## config.mk

```make
export PLATFORM = sky130hd
export DESIGN_NAME = sys_result_arbiter
export DESIGN_NICKNAME = d
export VERILOG_FILES = /design/src/rtl/sys_result_arbiter.sv
export SDC_FILE = /design/constraint.sdc
export NUM_CORES = 1
export LEC_CHECK = 0
export ABC_AREA = 0
export CAP_MARGIN = 20
export CELL_PAD_IN_SITES_DETAIL_PLACEMENT = 1
export CELL_PAD_IN_SITES_GLOBAL_PLACEMENT = 2
export CORE_ASPECT_RATIO = 1.2
export CORE_MARGIN = 2
export CORE_UTILIZATION = 25
export DETAILED_ROUTE_END_ITERATION = 10
export PLACE_DENSITY = 0.68
export SLEW_MARGIN = 20
export SYNTH_ARGS = -nofsm -noshare
export SYNTH_HDL_FRONTEND = slang
export SYNTH_SLANG_ARGS = --single-unit
```

## constraint.sdc

```tcl
create_clock -name clk -period 3.5 [get_ports clk]
set_input_delay 0.525 -clock clk [delete_from_list [all_inputs] [get_ports clk]]
set_output_delay 0.525 -clock clk [all_outputs]
set_load 0.05 [all_outputs]
```

## src/rtl/sys_result_arbiter.sv

```systemverilog
// Result writeback arbiter: three per-channel FIFOs (GPR, SPR, CR) merged round-robin
// into one registered writeback stage with valid/ready flow control.
module sys_result_arbiter #(
  parameter int RS_ID_WIDTH = 5,
  parameter int FIFO_DEPTH  = 2
) (
  input  logic                   clk,
  input  logic                   rst,
  input  logic                   gpr_valid,
  output logic                   gpr_ready,
  input  logic [RS_ID_WIDTH-1:0] gpr_rs_id,
  input  logic [4:0]             gpr_reg_addr,
  input  logic [31:0]            gpr_result,
  input  logic                   spr_valid,
  output logic                   spr_ready,
  input  logic [RS_ID_WIDTH-1:0] spr_rs_id,
  input  logic [9:0]             spr_reg_addr,
  input  logic [31:0]            spr_result,
  input  logic                   cr_valid,
  output logic                   cr_ready,
  input  logic [7:0]             cr_enable,
  input  logic [RS_ID_WIDTH-1:0] cr_rs_id,
  input  logic [31:0]            cr_result,
  output logic                   wb_valid,
  input  logic                   wb_ready,
  output logic [1:0]             wb_kind,
  output logic [RS_ID_WIDTH-1:0] wb_rs_id,
  output logic [9:0]             wb_reg_addr,
  output logic [7:0]             wb_cr_enable,
  output logic [31:0]            wb_result
);
  localparam int EW = RS_ID_WIDTH + 50;
  localparam int PW = (FIFO_DEPTH > 1) ? $clog2(FIFO_DEPTH) : 1;
  localparam int CW = $clog2(FIFO_DEPTH + 1);

  // Entries are stored already mapped to the writeback layout: {rs_id, reg_addr, cr_enable, result}.
  logic [EW-1:0] mem_q [3][FIFO_DEPTH];
  logic [EW-1:0] in_ent [3];
  logic [PW-1:0] wptr_q [3];
  logic [PW-1:0] wptr_d [3];
  logic [PW-1:0] rptr_q [3];
  logic [PW-1:0] rptr_d [3];
  logic [CW-1:0] cnt_q [3];
  logic [CW-1:0] cnt_d [3];
  logic [2:0]    valid_in, full, nempty, push, pop;
  logic [1:0]    last_q, last_d, gnt_idx, cand;
  logic          gnt_vld, load;
  logic [EW-1:0] head;

  logic                   wb_valid_q, wb_valid_d;
  logic [1:0]             wb_kind_q, wb_kind_d;
  logic [RS_ID_WIDTH-1:0] wb_rs_id_q, wb_rs_id_d;
  logic [9:0]             wb_reg_addr_q, wb_reg_addr_d;
  logic [7:0]             wb_cr_enable_q, wb_cr_enable_d;
  logic [31:0]            wb_result_q, wb_result_d;

  function automatic logic [PW-1:0] ptr_inc(input logic [PW-1:0] p);
    return (p == PW'(FIFO_DEPTH - 1)) ? '0 : p + PW'(1);
  endfunction

  function automatic logic [1:0] rr_idx(input logic [1:0] last, input int step);
    int s;
    s = int'(last) + step;
    return 2'(s % 3);
  endfunction

  assign in_ent[0] = {gpr_rs_id, 5'b0, gpr_reg_addr, 8'b0, gpr_result};
  assign in_ent[1] = {spr_rs_id, spr_reg_addr, 8'b0, spr_result};
  assign in_ent[2] = {cr_rs_id, 10'b0, cr_enable, cr_result};
  assign valid_in  = {cr_valid, spr_valid, gpr_valid};

  assign gpr_ready = ~full[0];
  assign spr_ready = ~full[1];
  assign cr_ready  = ~full[2];
  assign load      = ~wb_valid_q | wb_ready;

  always_comb begin
    full    = '0;
    nempty  = '0;
    push    = '0;
    gnt_vld = 1'b0;
    gnt_idx = 2'd0;
    cand    = 2'd0;
    for (int c = 0; c < 3; c++) begin
      full[c]   = (cnt_q[c] == CW'(FIFO_DEPTH));
      nempty[c] = (cnt_q[c] != '0);
      push[c]   = valid_in[c] & ~full[c] & ~rst;
    end
    // Walk backwards so the channel closest after the last grant wins.
    for (int i = 3; i >= 1; i--) begin
      cand = rr_idx(last_q, i);
      if (nempty[cand]) begin
        gnt_vld = 1'b1;
        gnt_idx = cand;
      end
    end
  end

  assign head = mem_q[gnt_idx][rptr_q[gnt_idx]];

  always_comb begin
    pop            = '0;
    last_d         = last_q;
    wb_valid_d     = wb_valid_q;
    wb_kind_d      = wb_kind_q;
    wb_rs_id_d     = wb_rs_id_q;
    wb_reg_addr_d  = wb_reg_addr_q;
    wb_cr_enable_d = wb_cr_enable_q;
    wb_result_d    = wb_result_q;
    if (load) begin
      wb_valid_d = gnt_vld;
      if (gnt_vld) begin
        pop[gnt_idx]   = 1'b1;
        last_d         = gnt_idx;
        wb_kind_d      = gnt_idx;
        wb_rs_id_d     = head[EW-1 -: RS_ID_WIDTH];
        wb_reg_addr_d  = head[49:40];
        wb_cr_enable_d = head[39:32];
        wb_result_d    = head[31:0];
      end
    end
    for (int c = 0; c < 3; c++) begin
      wptr_d[c] = push[c] ? ptr_inc(wptr_q[c]) : wptr_q[c];
      rptr_d[c] = pop[c]  ? ptr_inc(rptr_q[c]) : rptr_q[c];
      cnt_d[c]  = cnt_q[c] + CW'(push[c]) - CW'(pop[c]);
    end
  end

  always_ff @(posedge clk) begin
    if (rst) begin
      for (int c = 0; c < 3; c++) begin
        cnt_q[c]  <= '0;
        wptr_q[c] <= '0;
        rptr_q[c] <= '0;
      end
      last_q         <= 2'd2;
      wb_valid_q     <= 1'b0;
      wb_kind_q      <= '0;
      wb_rs_id_q     <= '0;
      wb_reg_addr_q  <= '0;
      wb_cr_enable_q <= '0;
      wb_result_q    <= '0;
    end else begin
      for (int c = 0; c < 3; c++) begin
        cnt_q[c]  <= cnt_d[c];
        wptr_q[c] <= wptr_d[c];
        rptr_q[c] <= rptr_d[c];
      end
      last_q         <= last_d;
      wb_valid_q     <= wb_valid_d;
      wb_kind_q      <= wb_kind_d;
      wb_rs_id_q     <= wb_rs_id_d;
      wb_reg_addr_q  <= wb_reg_addr_d;
      wb_cr_enable_q <= wb_cr_enable_d;
      wb_result_q    <= wb_result_d;
    end
  end

  always_ff @(posedge clk) begin
    for (int c = 0; c < 3; c++) begin
      if (push[c]) mem_q[c][wptr_q[c]] <= in_ent[c];
    end
  end

  assign wb_valid     = wb_valid_q;
  assign wb_kind      = wb_kind_q;
  assign wb_rs_id     = wb_rs_id_q;
  assign wb_reg_addr  = wb_reg_addr_q;
  assign wb_cr_enable = wb_cr_enable_q;
  assign wb_result    = wb_result_q;
endmodule

```

## After elaboration in Yosys (flattened, before gate mapping)

Memory sizes are Yosys's and may differ from the RTL's.
Index checks and enable logic that the tools add are counted.
W data, S select, Z words.

- Register bits: 60
- Input port bits: 140
- Memories kept: 4
- Memory bits (writable): 342

- Eq/ne operators: 3
- $add $sub $neg: 15
- Muxes and demuxes: 55
- $lt $le $gt $ge: 12
- Reductions and logical operators: 8
- Bitwise operators: 25
- Div/mod/pow operators: 3

Memories:

| name | depth | width | read ports | clocked after memory_dff | wr ports | line | source |
|---|---|---|---|---|---|---|---|
| mem_q | 3 | 110 | 1 | 0 | 3 | 37 | `logic [EW-1:0] mem_q [3][FIFO_DEPTH];` |
| cnt_q | 3 | 2 | 3 | 0 | 3 | 43 | `logic [CW-1:0] cnt_q [3];` |
| rptr_q | 3 | 1 | 4 | 0 | 3 | 41 | `logic [PW-1:0] rptr_q [3];` |
| wptr_q | 3 | 1 | 3 | 0 | 3 | 39 | `logic [PW-1:0] wptr_q [3];` |

Operator list:

| kind | number |
|---|---|
| $mux W110 | 3 |
| $mux W55 | 6 |
| $demux W55 S1 | 3 |
| $mod A32 B3 Y32 const B | 3 |
| $mux W1 | 31 |
| $lt A2 B3 Y1 const B | 4 |
| $mux W2 | 6 |
| $or A1 B1 Y1 | 10 |
| $ge A2 B2 Y1 const B | 4 |
| $not A1 Y2 | 4 |
| $add A1 B1 Y1 const B | 6 |
| $add A2 B1 Y2 | 3 |
| $add A2 B2 Y3 const B | 2 |
| $and A1 B1 Y1 | 6 |
| $bmux W1 S2 | 3 |
| $eq A2 B2 Y1 const B | 3 |
| $lt A2 B1 Y1 const B | 3 |
| $mux W3 | 2 |
| $reduce_bool A2 Y1 | 3 |
| $sub A2 B1 Y2 | 3 |
| $not A1 Y1 | 5 |
| $logic_and A1 B1 Y1 | 4 |
| $add A2 B1 Y3 const B | 1 |
| $demux W1 S2 | 1 |
| other kinds (2) | 2 |

## Logic depth before layout (Yosys ltp)

Gate-level depths: netlist of run 1.

- Word-level depth: 15
- Gate-level depth with buffers: 16
- Depth with buffers taken out: 13

## Least setup slack after synthesis of run 1

No wires, ideal clock.

- Path kind: register to register
- From: mem cnt_q[0][2] in the netlist's numbering
- To: mem mem_q[1][100] in the netlist's numbering, enable pin
- Library setup time: 457 ps
- Cell stages (with the launch flop): 5
- Data required time: 3043 ps
- Data arrival time: 3169 ps
- Buffers on the path: 0
- Path slack: -126 ps
- Cells stage by stage: dfxtp_1 inv_1 nand2_1 and3_1 nor2b_1

RTL lines:

| item | line |
|---|---|
| start: declaration | 43 |
| end: declaration | 37 |

## Final worst setup path of run 1

- From: reg last_q[0]
- To: reg wb_result_q[4], in the netlist wb_result[4]

- Longest elaborated chain between the ends: 12

Ends and longest elaborated chain:

| item | line | source |
|---|---|---|
| start: declaration | 46 | `logic [1:0] last_q, last_d, gnt_idx, cand;` |
| start signal: assignment | 149 | `last_q <= last_d;` |
| $add A2 B2 Y3 | 63 | `s = int'(last) + step;` |
| $mod A32 B3 Y32 | 64 | `return 2'(s % 3);` |
| $bmux W1 S2 | 92 | `if (nempty[cand]) begin` |
| $mux W1 (implied by the code) | 92 |  |
| $mux W2 (3 in series) | 92 |  |
| $mem_v2 Z3 W1 | -- |  |
| $not A1 Y2 (implied by the code) | 99 | `assign head = mem_q[gnt_idx][rptr_q[gnt_idx]];` |
| $mux W55 (implied by the code) (3 in series) | 99 |  |
| end signal: assignment | 155 | `wb_result_q <= wb_result_d;` |
| end: declaration | 55 | `logic [31:0] wb_result_q, wb_result_d;` |

Several ways; a longest one is shown, not always the timed one. The select of a mux whose other input is x is not followed.
A chain may end at the register's enable or synchronous reset.

==> results.sh, run 1 <==
export IMPL_hold_viol_final=0
export IMPL_coreArea_mm2=0.0516
export IMPL_critical_path_class="reg -> reg"
export IMPL_fin_setup_tns_ns=0
export IMPL_place_gp_congestion=0.730
export IMPL_overflow=0
export IMPL_worstMarginPinSlew_ns=0.975
export IMPL_synth_seq_area_share_pct=72.5
export IMPL_design_area_mm2=0.0173
export IMPL_slew_headroom_pct=35.0
export IMPL_die_h_um=254
export IMPL_power_density_mw_per_mm2=918
export IMPL_path_delay_family="buffers and inverters"
export IMPL_hold_depth=2
export IMPL_grt_pass1_vias=9428
export IMPL_endpoint_kind="flip-flop"
export IMPL_wire_per_inst_um=20.7
export IMPL_drtIter0Drc=394
export IMPL_dr_pass1_iters=4
export IMPL_fill_cells=5513
export IMPL_cts_buffers=38
export IMPL_path_buf_inv=3
export IMPL_dieArea_mm2=0.0541
export IMPL_ys_async_sr_fraction_pct=0
export IMPL_fp_row_count=91
export IMPL_nets=1333
export IMPL_hp_start="wb_result[31]"
export IMPL_synth_seq_cells=339
export IMPL_port_buffers=200
export IMPL_post_cts_buffers=0
export IMPL_regToRegSetupSlack_ns=0.33
export IMPL_syn_avg_cell_area_um2=13.2
export IMPL_multi_input_area_mm2=0.00336
export IMPL_drc_errors=0
export IMPL_cp_max_fo=75
export IMPL_utilization_pct=33.5
export IMPL_grt_max_degree=76
export IMPL_finalCriticalPeriod_ns=3.17
export IMPL_synth_fp_nets=1138
export IMPL_maxCapViolCount=0
export IMPL_dp_hpwl_mm=23.7
export IMPL_reg2reg_depth=10
export IMPL_crit_top_cell="o21ai_1"
export IMPL_avgViaCountPerCell=4.60
export IMPL_synth_edff_count=268
export IMPL_antenna_found_initial=4
export IMPL_totalWireLength_mm=39.7
export IMPL_dpl_cell_area_mm2=0.0160
export IMPL_synth_xor_area_share_pct=0.804
export IMPL_ios=201
export IMPL_min_to="wb_result[31]"
export IMPL_fin_crit_sh_pct=90.7
export IMPL_crit_slowest_cell="buf_6"
export IMPL_ant_nets=0
export IMPL_peakVddDrop_uv=519
export IMPL_cts_tree="yes"
export IMPL_drive_gt1_share_pct=8.23
export IMPL_cts_num_sinks=339
export IMPL_finalSetupViolCount=0
export IMPL_grt_first_pass_wirelength_mm=58.1
export IMPL_crit_arrival_ns=3.59
export IMPL_hold_path_class="reg -> reg"
export IMPL_status="completed"
export IMPL_initial_utilization_pct=25.3
export IMPL_r2r_start="last_q[0]"
export IMPL_vias=8809
export IMPL_required_ns=3.91
export IMPL_yosysWarnings=0
export IMPL_synth_area_mm2=0.0131
export IMPL_synth_compound_area_share_pct=12.5
export IMPL_synth_cells=990
export IMPL_drv_slew=0
export IMPL_grt_use_total_pct=14.7
export IMPL_synth_adder_area_share_pct=0.852
export IMPL_cp_slowest_stage_delay_ns=0.53
export IMPL_synthToLayoutAreaGrowth_pct=32.2
export IMPL_total_leakage_power_nw=5.73
export IMPL_seq_area_mm2=0.00947
export IMPL_fmax_ghz=0.315
export IMPL_hold_slack_ns=0.448
export IMPL_synthSimpleGateAreaFrac_pct=6.18
export IMPL_synth_top_family_by_area="compound AO/OA/AOI/OAI gates"
export IMPL_synth_distinct_cells=41
export IMPL_cts_buffer_depth=3
export IMPL_cp_start_kind="flip-flop"
export IMPL_fin_skew_ns=0.0165
export IMPL_finalPower_mw=15.9
export IMPL_ys_flop_type="edfxtp_1"
export IMPL_rsz0062_at_grt="false"
export IMPL_crit_chain="inv_1 > ha_1 > a211oi_1 > o21ai_4 > buf_6 > o21ai_1 > a21oi_4 > buf_12 > mux2i_1 > o21ai_1"
export IMPL_ctsHtreeMaxLevel=2
export IMPL_die_w_um=213
export IMPL_synthMuxAreaShare_pct=4.60
export IMPL_r2r_end="wb_result[4]"
export IMPL_clk_latency_ns=0.56
export IMPL_clk_pin_slew_worst_paths_ns=0.06
export IMPL_cts_root_buf="clkbuf_16"
==> cell type report <==
cell class,count,share of cell area (%)
Sequential cell,339,54.8
Inverter,13,0.282
Antenna cell,1,0.0145
Multi-Input combinational cell,569,19.5
Clock inverter,16,1.05
Timing Repair Buffer,224,12.9
Tap cell,697,5.05
Clock buffer,54,6.39
==> how the worst max path moves through the flow <==
stage	cells after the start	slack, ns	endpoint	startpoint
floorplan	4	0.07	mem_q[0][105]	cnt_q[0][0]
detailed placement	10	0.11	wb_result[0]	last_q[0]
finish	10	0.33	wb_result[4]	last_q[0]
global route	12	0.11	cnt_q[0][5]	last_q[0]
global placement	10	0.27	wb_result[30]	last_q[0]
CTS	10	0.07	wb_result[4]	last_q[0]
==> repair_timing <==
item / 4_1_cts / 5_1_grt
resized for setup: 0 / 1
hold buffers: 0 / 0
endpoints found under the setup margin: 0 / 50
==> where the power goes <==
part           internal (mW)  switching [mW]
clock                   2.50            1.62
combinational           2.20            4.48
sequential              4.82           0.232
==> state kept, by name, summed over array words and instances, names as in the netlist, 3 cells and up <==
signal / cells
cnt_q: 6
mem_q: 268
rptr_q: 3
wb_cr_enable: 8
wb_reg_addr: 10
wb_result: 32
wb_rs_id: 5
wptr_q: 3
==> synth_stat cells, types with 2 or more instances <==
master    count  share of area, %
a211oi_1      2              0.11
a21oi_1      81               3.1
a31oi_1      75               3.6
and2_1        3              0.14
and3_1        4              0.19
buf_1         5              0.14
buf_2        10              0.38
buf_4         6              0.34
clkbuf_1     47               1.3
dfxtp_1      71                11
edfxtp_1    268                62
ha_1          8              0.77
inv_1        13              0.37
mux2i_1      60               4.6
nand2_1      74               2.1
nand3_1       4              0.15
nand4_1       5              0.24
nor2_1       89               2.6
nor2b_1       7              0.34
o21a_1        2              0.11
o21ai_0      88               3.4
o21ai_1      38               1.5
or2_2         2             0.096
xnor2_1       6              0.40
xor2_1        6              0.40
==> per-layer routing <==
| layer | part of all wire, % | GRT usage [%] | vias to the layer above |
|---|---|---|---|
| li1 | - | - | 4083 |
| met1 | 43 | 18.2 | 4443 |
| met2 | 50 | 25.6 | 213 |
| met3 | 4.7 | 3.15 | 66 |
| met4 | 2.5 | 4.52 | 4 |
| met5 | 0.058 | 0 | - |
==> worst min-delay path: stages (launching register included) <==
cell and delay (ns):
dfxtp_1 0.31, nand2_1 0.05, o21ai_1 0.05
==> metrics by stage <==
step / instances / worst slack (ns)
2_1_floorplan: 990 / 0.0703
3_5_place_dp: 1842 / 0.106
4_1_cts: 1912 / 0.0738
5_1_grt: 1913 / 0.115
6_report: 1913 / 0.325
3_3_place_gp: 1842 / 0.269
==> placed cells by master (no fill, tap or decap), drive strengths merged, types with 24 or more instances in the layout <==
cell type        n
a31oi           75
dfxtp           71
clkdlybuf4s50  200
clkbuf          54
o21ai          126
nor2            89
a21oi           82
buf             24
nand2           74
mux2i           60
edfxtp         268
==> cell families after synthesis <==
logic type / count (synthesis)
adders and majority gates: 9
and+or+nand+nor: 194
AOI/OAI and AO/OA: 294
buffers and inverters: 82
muxes: 60
xor gates and xnor gates: 12
DFF: 339
No activity file was read; power rests on OpenSTA's default activity.
==> run 2: changes to the inputs <==
--- a/config.mk
+++ b/config.mk
@@ -14,6 +14,7 @@
 export CORE_UTILIZATION = 25
 export DETAILED_ROUTE_END_ITERATION = 10
 export PLACE_DENSITY = 0.68
+export REMOVE_ABC_BUFFERS = 1
 export SLEW_MARGIN = 20
 export SYNTH_ARGS = -nofsm -noshare
 export SYNTH_HDL_FRONTEND = slang
==> run 2 against run 1 <==
  * Via count down 0.72%
  * Design area decreased by 0.50%
  * First-iteration DRC count down 32%
  * Sequential cell count did not move
  * Cell count increased by 0.21%
  * Clock-buffer cell count up 3
  * Critical path depth increased by 2
  * Die area did not move
  * Clock skew down 0.0010 ns
  * Register-to-register slack lost 0.02 ns
  * Maximum frequency decreased by 0.71%
  * Sequential share of layout area is 0.28 points higher
  * Largest cell class unchanged
==> results.sh, run 2 (synthesized netlist as in run 1, its figures left out) <==
export IMPL_peakVddDrop_uv=687
export IMPL_finalSetupViolCount=0
export IMPL_r2r_start="last_q[0]"
export IMPL_status="completed"
export IMPL_slew_headroom_pct=38.9
export IMPL_required_ns=3.93
export IMPL_drc_errors=0
export IMPL_fin_skew_ns=0.0155
export IMPL_totalWireLength_mm=40.0
export IMPL_dp_hpwl_mm=25.8
export IMPL_total_leakage_power_nw=5.69
export IMPL_hold_viol_final=0
export IMPL_final_common_cell="edfxtp_1"
export IMPL_seq_area_mm2=0.00947
export IMPL_finalCriticalPeriod_ns=3.20
export IMPL_cts_num_sinks=339
export IMPL_power_density_mw_per_mm2=910
export IMPL_port_buffers=200
export IMPL_crit_start="last_q[0]"
export IMPL_cts_buffers=38
export IMPL_fmax_ghz=0.313
export IMPL_nets=1338
export IMPL_drtIter0Drc=269
export IMPL_crit_arrival_ns=3.62
export IMPL_fin_crit_sh_pct=91.4
export IMPL_dp_cells=1847
export IMPL_post_cts_buffers=0
export IMPL_fill_cells=5470
export IMPL_grt_use_total_pct=14.9
export IMPL_cts_buffer_depth=3
export IMPL_cp_max_fo=10
export IMPL_regToRegSetupSlack_ns=0.30
export IMPL_hold_path_class="reg -> reg"
export IMPL_fin_setup_tns_ns=0
export IMPL_finalNonFillerCells=1917
export IMPL_critical_path_class="reg -> reg"
export IMPL_rsz0062_at_grt="false"
export IMPL_place_gp_congestion=0.722
export IMPL_design_area_mm2=0.0172
export IMPL_ctsHtreeMaxLevel=2
export IMPL_maxCapViolCount=0
export IMPL_largest_reg_flops=268
export IMPL_cp_start_kind="flip-flop"
export IMPL_multi_input_area_mm2=0.00336
export IMPL_die_h_um=254
export IMPL_overflow=0
export IMPL_synthToLayoutAreaGrowth_pct=31.5
export IMPL_coreArea_mm2=0.0516
export IMPL_cts_repair_resized=0
export IMPL_die_w_um=213
export IMPL_cts_tree="yes"
export IMPL_cts_root_buf="clkbuf_16"
export IMPL_hold_buffers=0
export IMPL_worstMarginPinSlew_ns=0.915
export IMPL_fp_row_count=91
export IMPL_vias=8746
export IMPL_ios=201
export IMPL_wire_per_inst_um=20.9
export IMPL_grt_first_pass_wirelength_mm=59.1
export IMPL_antenna_found_initial=3
export IMPL_grt_pass1_vias=9571
export IMPL_initial_utilization_pct=25.3
export IMPL_clk_latency_ns=0.54
export IMPL_dr_pass1_iters=4
export IMPL_dpl_cell_area_mm2=0.0160
export IMPL_final_cell_mix="edfxtp_1, clkdlybuf4s50_1, nor2_1, o21ai_0, a21oi_1"
export IMPL_drive_gt1_share_pct=8.45
export IMPL_grt_max_degree=61
export IMPL_drv_slew=0
export IMPL_dieArea_mm2=0.0541
export IMPL_ant_nets=0
export IMPL_clk_pin_slew_worst_paths_ns=0.06
export IMPL_endpoint_kind="flip-flop"
export IMPL_hp_start="wb_reg_addr[9]"
export IMPL_avgViaCountPerCell=4.56
==> run 2: cell types whose count changed in the layout (fill, tap and decap cells not counted), sizes merged <==
cell      delta
bufinv       -4
clkinv       -4
inv          +3
clkbuf       +3
clkinvlp     +1
buf          +5
==> run 2: through the flow <==
stage	hold slack, ns	util (%)	worst slack, ns	power, mW
final	0.445	33.3	0.303	15.6
after global placement	0.438	31.1	0.281	11.9
after detailed placement	0.442	31.1	0.191	12.1
after CTS	0.450	33.3	0.213	16.0
after global routing	0.471	33.3	0.0101	16.6
after floorplan	0.480	-	-3.76	9.36
==> run 2: report_power, final <==
part / leakage, nW / internal (mW) / total [mW] / switching [mW]
sequential: 3.04 / 4.82 / 5.03 / 0.212
clock: 0.568 / 2.17 / 3.77 / 1.60
combinational: 2.08 / 2.24 / 6.83 / 4.59
==> run 2: path summary, 6_finish.rpt <==
check | to | cells past startpoint
setup / recovery | cnt_q[0][5] | 12
hold / removal | wb_reg_addr[9] | 2
setup reg to reg | cnt_q[0][5] | 12
hold reg to reg | wb_reg_addr[9] | 2
==> run 2: critical path, cell delays in order (launching register included) <==
cell and delay (ns):
dfxtp_1 0.38, inv_1 0.06, ha_1 0.41, maj3_2 0.39, a2111oi_4 0.66, nand2_1 0.27
inv_1 0.12, ha_1 0.23, inv_1 0.06, ha_1 0.15, xor2_1 0.17, xnor2_1 0.13
nor2_1 0.05
==> run 2: layout make-up <==
cell class	count	area share, %
Clock buffer	57	6.36
Sequential cell	339	55.1
Tap cell	697	5.07
Multi-Input combinational cell	569	19.6
Timing Repair Buffer	229	13.2
Inverter	13	0.284
Clock inverter	12	0.429
Antenna cell	1	0.0146
==> run 2: metal layers <==
layer  routed length, um  GRT usage (%)
met2               20600           27.0
met5                  23              0
met3                1780           3.13
met4                 880           4.48
met1               16700           17.7
